`src/rtl/pwm_multich_core.sv`:
```
// ---------------------------------------------------------------------------
// pwm_multich_core
//   NUM_CH channels of complementary PWM sharing one prescaler and one
//   up-counter. Registers are programmed over a simple addr/wr/rd bus.
//   Period and compare values are double-buffered: bus writes land in shadow
//   registers and are copied to the active set on counter wrap, on FORCE_LOAD,
//   or continuously while the core is disabled.
//
//   Optional feature macro: PWM_DEADTIME_EN
//     defined   : per-channel dead-time FSM inserts DT both-low clocks around
//                 every reference edge; DT register (0x03) is read/write.
//     undefined : pwm_a_o = ref, pwm_b_o = EN & ~ref; DT writes ignored,
//                 DT reads return 0.
//
// Ports
//   clk       PWM clock, rising edge
//   rst       synchronous reset, active-high
//   addr_i    register address
//   wr_en_i   1-cycle write strobe
//   rd_en_i   1-cycle read strobe
//   wdata_i   write data
//   rdata_o   read data, valid one cycle after rd_en_i
//   pwm_a_o   primary outputs, bit n = channel n
//   pwm_b_o   complementary outputs
//   period_o  1-cycle pulse on counter wrap
//
// Register map: 0x00 CTRL[0]=EN [1]=FORCE_LOAD (reads 0), 0x01 PSC,
//   0x02 ARR, 0x03 DT, 0x10+n CCR[n].
// ---------------------------------------------------------------------------
module pwm_multich_core #(
  parameter int WIDTH  = 16,
  parameter int NUM_CH = 8,
  parameter int ADDR_W = 8
) (
  input  logic              clk,
  input  logic              rst,
  input  logic [ADDR_W-1:0] addr_i,
  input  logic              wr_en_i,
  input  logic              rd_en_i,
  input  logic [WIDTH-1:0]  wdata_i,
  output logic [WIDTH-1:0]  rdata_o,
  output logic [NUM_CH-1:0] pwm_a_o,
  output logic [NUM_CH-1:0] pwm_b_o,
  output logic              period_o
);

  localparam logic [ADDR_W-1:0] ADDR_CTRL = ADDR_W'(0);
  localparam logic [ADDR_W-1:0] ADDR_PSC  = ADDR_W'(1);
  localparam logic [ADDR_W-1:0] ADDR_ARR  = ADDR_W'(2);
`ifdef PWM_DEADTIME_EN
  localparam logic [ADDR_W-1:0] ADDR_DT   = ADDR_W'(3);

  typedef enum logic [1:0] {A_ON, DEAD, B_ON} dt_state_e;

  logic [WIDTH-1:0] dt_q;
`endif

  logic                         en_q;
  logic [WIDTH-1:0]             psc_sh_q, arr_sh_q;
  logic [WIDTH-1:0]             psc_act_q, arr_act_q;
  logic [WIDTH-1:0]             psc_cnt_q, psc_cnt_d;
  logic [WIDTH-1:0]             cnt_q, cnt_d;
  logic                         period_q;
  logic [WIDTH-1:0]             rdata_q, rdata_d;
  logic [NUM_CH-1:0][WIDTH-1:0] ccr_sh_w;

  logic       wr_ctrl, force_load, en_d, run, tick, wrap, load_act;
  logic       ccr_hit;
  logic [3:0] ccr_idx;

  // CCR window is 0x10..0x10+NUM_CH-1
  assign ccr_idx = addr_i[3:0];
  assign ccr_hit = (addr_i[ADDR_W-1:4] == (ADDR_W-4)'(1)) && ({1'b0, ccr_idx} < 5'(NUM_CH));

  assign wr_ctrl    = wr_en_i && (addr_i == ADDR_CTRL);
  assign force_load = wr_ctrl && wdata_i[1];
  assign en_d       = wr_ctrl ? wdata_i[0] : en_q;
  // Disabling takes effect on the write edge itself so outputs drop next
  // cycle; enabling starts one cycle later, once *_act holds fresh values.
  assign run        = en_q && en_d;
  assign tick       = (psc_cnt_q == psc_act_q);
  assign wrap       = run && tick && (cnt_q == arr_act_q);
  // Active set tracks the shadows while disabled, so enabling starts clean.
  assign load_act   = !en_q || wrap || force_load;

  always_comb begin
    psc_cnt_d = psc_cnt_q + WIDTH'(1);
    cnt_d     = cnt_q;
    if (!run || force_load) begin
      psc_cnt_d = '0;
      cnt_d     = '0;
    end else if (tick) begin
      psc_cnt_d = '0;
      cnt_d     = (cnt_q == arr_act_q) ? '0 : cnt_q + WIDTH'(1);
    end
  end

  always_comb begin
    rdata_d = '0;
    if (ccr_hit) begin
      for (int n = 0; n < NUM_CH; n++) begin
        if (ccr_idx == 4'(n)) rdata_d = ccr_sh_w[n];
      end
    end else begin
      case (addr_i)
        ADDR_CTRL: rdata_d = WIDTH'(en_q);
        ADDR_PSC:  rdata_d = psc_sh_q;
        ADDR_ARR:  rdata_d = arr_sh_q;
`ifdef PWM_DEADTIME_EN
        ADDR_DT:   rdata_d = dt_q;
`endif
        default:   rdata_d = '0;
      endcase
    end
  end

  always_ff @(posedge clk) begin
    if (rst) begin
      en_q      <= 1'b0;
      psc_sh_q  <= '0;
      arr_sh_q  <= '0;
      psc_act_q <= '0;
      arr_act_q <= '0;
      psc_cnt_q <= '0;
      cnt_q     <= '0;
      period_q  <= 1'b0;
      rdata_q   <= '0;
`ifdef PWM_DEADTIME_EN
      dt_q      <= '0;
`endif
    end else begin
      en_q      <= en_d;
      psc_cnt_q <= psc_cnt_d;
      cnt_q     <= cnt_d;
      period_q  <= wrap;
      // Non-blocking: a write coinciding with wrap loads the pre-write shadow.
      if (load_act) begin
        psc_act_q <= psc_sh_q;
        arr_act_q <= arr_sh_q;
      end
      if (wr_en_i && (addr_i == ADDR_PSC)) psc_sh_q <= wdata_i;
      if (wr_en_i && (addr_i == ADDR_ARR)) arr_sh_q <= wdata_i;
`ifdef PWM_DEADTIME_EN
      if (wr_en_i && (addr_i == ADDR_DT))  dt_q     <= wdata_i;
`endif
      if (rd_en_i) rdata_q <= rdata_d;
    end
  end

  generate
    for (genvar gi = 0; gi < NUM_CH; gi++) begin : g_ch
      logic [WIDTH-1:0] ccr_sh_q, ccr_act_q;
      logic             cmp;
      logic             a_q, b_q;

      assign cmp          = run && (cnt_q < ccr_act_q);
      assign ccr_sh_w[gi] = ccr_sh_q;
      assign pwm_a_o[gi]  = a_q;
      assign pwm_b_o[gi]  = b_q;

      always_ff @(posedge clk) begin
        if (rst) begin
          ccr_sh_q  <= '0;
          ccr_act_q <= '0;
        end else begin
          if (load_act) ccr_act_q <= ccr_sh_q;
          if (wr_en_i && ccr_hit && (ccr_idx == 4'(gi))) ccr_sh_q <= wdata_i;
        end
      end

`ifdef PWM_DEADTIME_EN
      dt_state_e        st_q;
      logic [WIDTH-1:0] dtc_q;
      logic             ref_q;

      always_ff @(posedge clk) begin
        if (rst) begin
          st_q  <= B_ON;
          dtc_q <= '0;
          ref_q <= 1'b0;
          a_q   <= 1'b0;
          b_q   <= 1'b0;
        end else begin
          ref_q <= cmp;
          if (!run) begin
            st_q  <= B_ON;
            dtc_q <= '0;
            a_q   <= 1'b0;
            b_q   <= 1'b0;
          end else if ((cmp != ref_q) && (dt_q != '0)) begin
            // Any reference edge (re)starts the dead band.
            st_q  <= DEAD;
            dtc_q <= WIDTH'(1);
            a_q   <= 1'b0;
            b_q   <= 1'b0;
          end else if ((st_q == DEAD) && (dtc_q < dt_q)) begin
            dtc_q <= dtc_q + WIDTH'(1);
            a_q   <= 1'b0;
            b_q   <= 1'b0;
          end else begin
            st_q  <= cmp ? A_ON : B_ON;
            a_q   <= cmp;
            b_q   <= !cmp;
          end
        end
      end
`else
      always_ff @(posedge clk) begin
        if (rst) begin
          a_q <= 1'b0;
          b_q <= 1'b0;
        end else begin
          a_q <= cmp;
          b_q <= run && !cmp;
        end
      end
`endif
    end
  endgenerate

  assign rdata_o  = rdata_q;
  assign period_o = period_q;

endmodule

```
`config.mk`:
```
export PLATFORM = sky130hd
export DESIGN_NAME = pwm_multich_core
export DESIGN_NICKNAME = d
export VERILOG_FILES = /design/src/rtl/pwm_multich_core.sv
export SDC_FILE = /design/constraint.sdc
export NUM_CORES = 1
export LEC_CHECK = 0
export BUFFER_PORTS_ARGS = -buffer_cell sky130_fd_sc_hd__buf_2
export CAP_MARGIN = 10
export CORE_UTILIZATION = 50
export CTS_CLUSTER_SIZE = 12
export DETAILED_ROUTE_END_ITERATION = 6
export PLACE_DENSITY_LB_ADDON = 0.2
export SETUP_SLACK_MARGIN = 0.3
export SLEW_MARGIN = 10
export SYNTH_ARGS = -nofsm -noshare
export SYNTH_HDL_FRONTEND = slang
export SYNTH_SLANG_ARGS = --single-unit
```
`constraint.sdc`:
```
create_clock -name clk -period 3.44 [get_ports clk]
set_input_delay 0.344 -clock clk [delete_from_list [all_inputs] [get_ports clk]]
set_output_delay 0.344 -clock clk [all_outputs]
set_load 0.02 [all_outputs]
```
==> flow_summary.ini <==
[synth]
synth.top_cell.area_share = 0.435
mappedNetlistNets = 2171
biggest_area_contributors_in_the_synthesized_netlist = sky130_fd_sc_hd__dfxtp_1, sky130_fd_sc_hd__ha_1, sky130_fd_sc_hd__a22o_1, sky130_fd_sc_hd__nand2_1, sky130_fd_sc_hd__a21oi_1
synth.yosys.warnings = 0
yosys_cell_types = 55
synth_area_um2 = 17800
dominantRegCellSynth = sky130_fd_sc_hd__dfxtp_1
synth_edf_count = 0
synth_seq_area_share = 0.435
avgSynthCellArea_um2 = 8.79
synthArstFlopShare = 0
synth_seq_cells = 386
syn_inst = 2021
yosys.area.top_type = sky130_fd_sc_hd__dfxtp_1

[cts]
clkSlewWorstSetupHoldPaths_ns = 0.06
holdBufCountCts = 0
numCtsBuffers = 42
cts_setup_buffers = 0
insertion_delay_ns = 0.56
clock_tree.htree_level_count = 2
post_cts_resize_count = 0
clock_path_buffers = 3
tritoncts_clock_tree = built
cts_sinks = 386
cts.root.buffer_cell = sky130_fd_sc_hd__clkbuf_16

[pwr]
power.leakage_nw = 7.62
power.density_nw_per_um2 = 473
vdd_drop_max_mv = 0.306
design_power_total_mw = 9.30

[worst_hold_path]
holdCritPathClass = in2reg
worstHoldPathCells = 3

[finish]
drive_gt1_frac = 0.0931
final_common_cell = sky130_fd_sc_hd__dfxtp_1
layout_common_cells = sky130_fd_sc_hd__dfxtp_1, sky130_fd_sc_hd__nand2_1, sky130_fd_sc_hd__a21oi_1
fillers = 3127
synthToLayoutAreaGrowth_pct = 10.7
design_area_um2 = 19700
nNetsFinal = 2174
antenna_cells = 0

[timing]
period_needed_ns = 2.90
clock-skew-final_ns = 0.0171
finalWorstSetupSlack_ns = 0.543
worst_slew_margin_rel = 0.421
final.period_utilization = 0.842
worst_hold_slack_ns = 0.197
timing_max_transition_violations_final = 0
timing_hold_violations_final = 0
report.final.setup_viol = 0
timing.setup.tns_ns = 0
unrepaired_setup_endpoints_after_global_routing = no
max_slew.worst_pin.slew_ns = 0.866
clock.fmax_mhz = 345

[critical_path]
type_of_element_launching_the_critical_path = flop
critPathCaptureType = flop
worst_ep_arrival_time_ns = 3.34
worst_path_required_time_ns = 3.88
worstRegToRegCells = 7
setup_crit_path_kind = reg2reg
path_max_fanout = 71

[grt]
number_of_antenna_violations_at_the_first_check_in_global_routing = 0
grtUsageTotal = 0.307
grt_pass1_wl_mm = 84.2
vias_in_the_first_global_route = 13800
global_route.overflow_total = 0
grt_max_degree = 123

[floorplan]
chipWidth_um = 190
core_area_um2 = 34700
fp_rows = 68
num_io_pins = 61
die_outline_area_um2 = 36300
initial_core_util = 0.512
die_y_um = 190

[place]
dp.final_hpwl_mm = 37.4
portBuffers = 60
finalWeightedCongestion = 0.923
place_ws_ns = 0.561
detailed_place.area_um2 = 18300

[route]
vias = 15000
dr.first_iter.drc_count = 1479
detail_route.first_pass.iterations = 5
remaining_drc_errors = 0
routed_wl_mm = 55.5
antenna_violating_nets_post_route = 0
viasPerCell = 5.97
detail_route.wl_per_cell_um = 22.2

[job]
drv_cap = 0

[status]
run_status = finished clean
==> stage by stage <==
stage               cells  utilization
floorplan            2021            -
global placement     2435        0.528
detailed placement   2435        0.528
CTS                  2506        0.567
global route         2506        0.567
finish               2506        0.567
==> routing by layer <==
metal  vias up  wire length, µm  GRT usage
li1       7061                -          -
met1      7165            24800      0.436
met2       610            23600      0.459
met3       130             4930     0.0569
met4         0             2250      0.118
met5         -                0          0
==> Yosys cell counts (29+ instances only) <==
| cell type | number |
|---|---|
| sky130_fd_sc_hd__nand2_1 | 328 |
| sky130_fd_sc_hd__dfxtp_1 | 386 |
| sky130_fd_sc_hd__xnor2_1 | 31 |
| sky130_fd_sc_hd__a22o_1 | 160 |
| sky130_fd_sc_hd__xor2_1 | 29 |
| sky130_fd_sc_hd__inv_1 | 132 |
| sky130_fd_sc_hd__nor2_1 | 92 |
| sky130_fd_sc_hd__nand4_1 | 30 |
| sky130_fd_sc_hd__nand3_1 | 59 |
| sky130_fd_sc_hd__ha_1 | 122 |
| sky130_fd_sc_hd__o21ai_0 | 50 |
| sky130_fd_sc_hd__a21oi_1 | 210 |
| sky130_fd_sc_hd__buf_2 | 37 |
| sky130_fd_sc_hd__a21o_1 | 38 |
| sky130_fd_sc_hd__clkbuf_1 | 76 |
==> state kept, by name, indices dropped and copies added (netlist names) <==
signal and count:
g_ch.b_q 8, rdata_o 16, period_o 1, psc_cnt_q 16
g_ch.a_q 8, cnt_q 16, en_q 1, g_ch.ccr_act_q 128
psc_act_q 16, psc_sh_q 16, arr_act_q 16, arr_sh_q 16
g_ch.ccr_sh_q 128
==> layout make-up <==
class | count | area (µm²) | area share
multi-input combinational | 1353 | 8790 | 0.447
inverter | 132 | 495 | 0.0252
timing repair buffer | 109 | 737 | 0.0375
tap | 455 | 569 | 0.0289
clock buffer | 62 | 1240 | 0.0629
sequential | 386 | 7730 | 0.393
clock inverter | 9 | 114 | 0.00579
==> cells by family (layout without fill, tap and decap cells) <==
group / after synthesis / in the layout / synth area share
compound gates: 564 / 564 / 0.218
xor+xnor: 60 / 60 / 0.0296
fa+ha+maj: 122 / 122 / 0.0859
buf+inv: 282 / 312 / 0.0719
flops: 386 / 386 / 0.435
mux: 23 / 23 / 0.0154
simple gates: 584 / 584 / 0.145
==> worst max-delay path: stages (launching register included) <==
cell	delay, ns
sky130_fd_sc_hd__dfxtp_1	0.43
sky130_fd_sc_hd__xor2_1	0.11
sky130_fd_sc_hd__nor4_1	0.42
sky130_fd_sc_hd__and4_1	0.65
sky130_fd_sc_hd__o211ai_4	0.16
sky130_fd_sc_hd__and3b_4	0.40
sky130_fd_sc_hd__buf_12	0.27
sky130_fd_sc_hd__a22o_1	0.25
==> report_power, final <==
part | switching [mW] | internal [mW]
Clock | 1.84 | 2.64
Sequential | 0.00617 | 4.48
Combinational | 0.258 | 0.0764
==> worst paths after layout <==
kind	slack, ns	endpoint	from
max reg2reg	0.54	psc_act_q[3]	psc_cnt_q[1]
max	0.54	psc_act_q[3]	psc_cnt_q[1]
min	0.20	g_ch[2].ccr_sh_q[12]	wdata_i[12]
min reg2reg	0.47	g_ch[4].ccr_sh_q[8]	g_ch[4].ccr_sh_q[8]
Power figures use the tool's default switching activity.
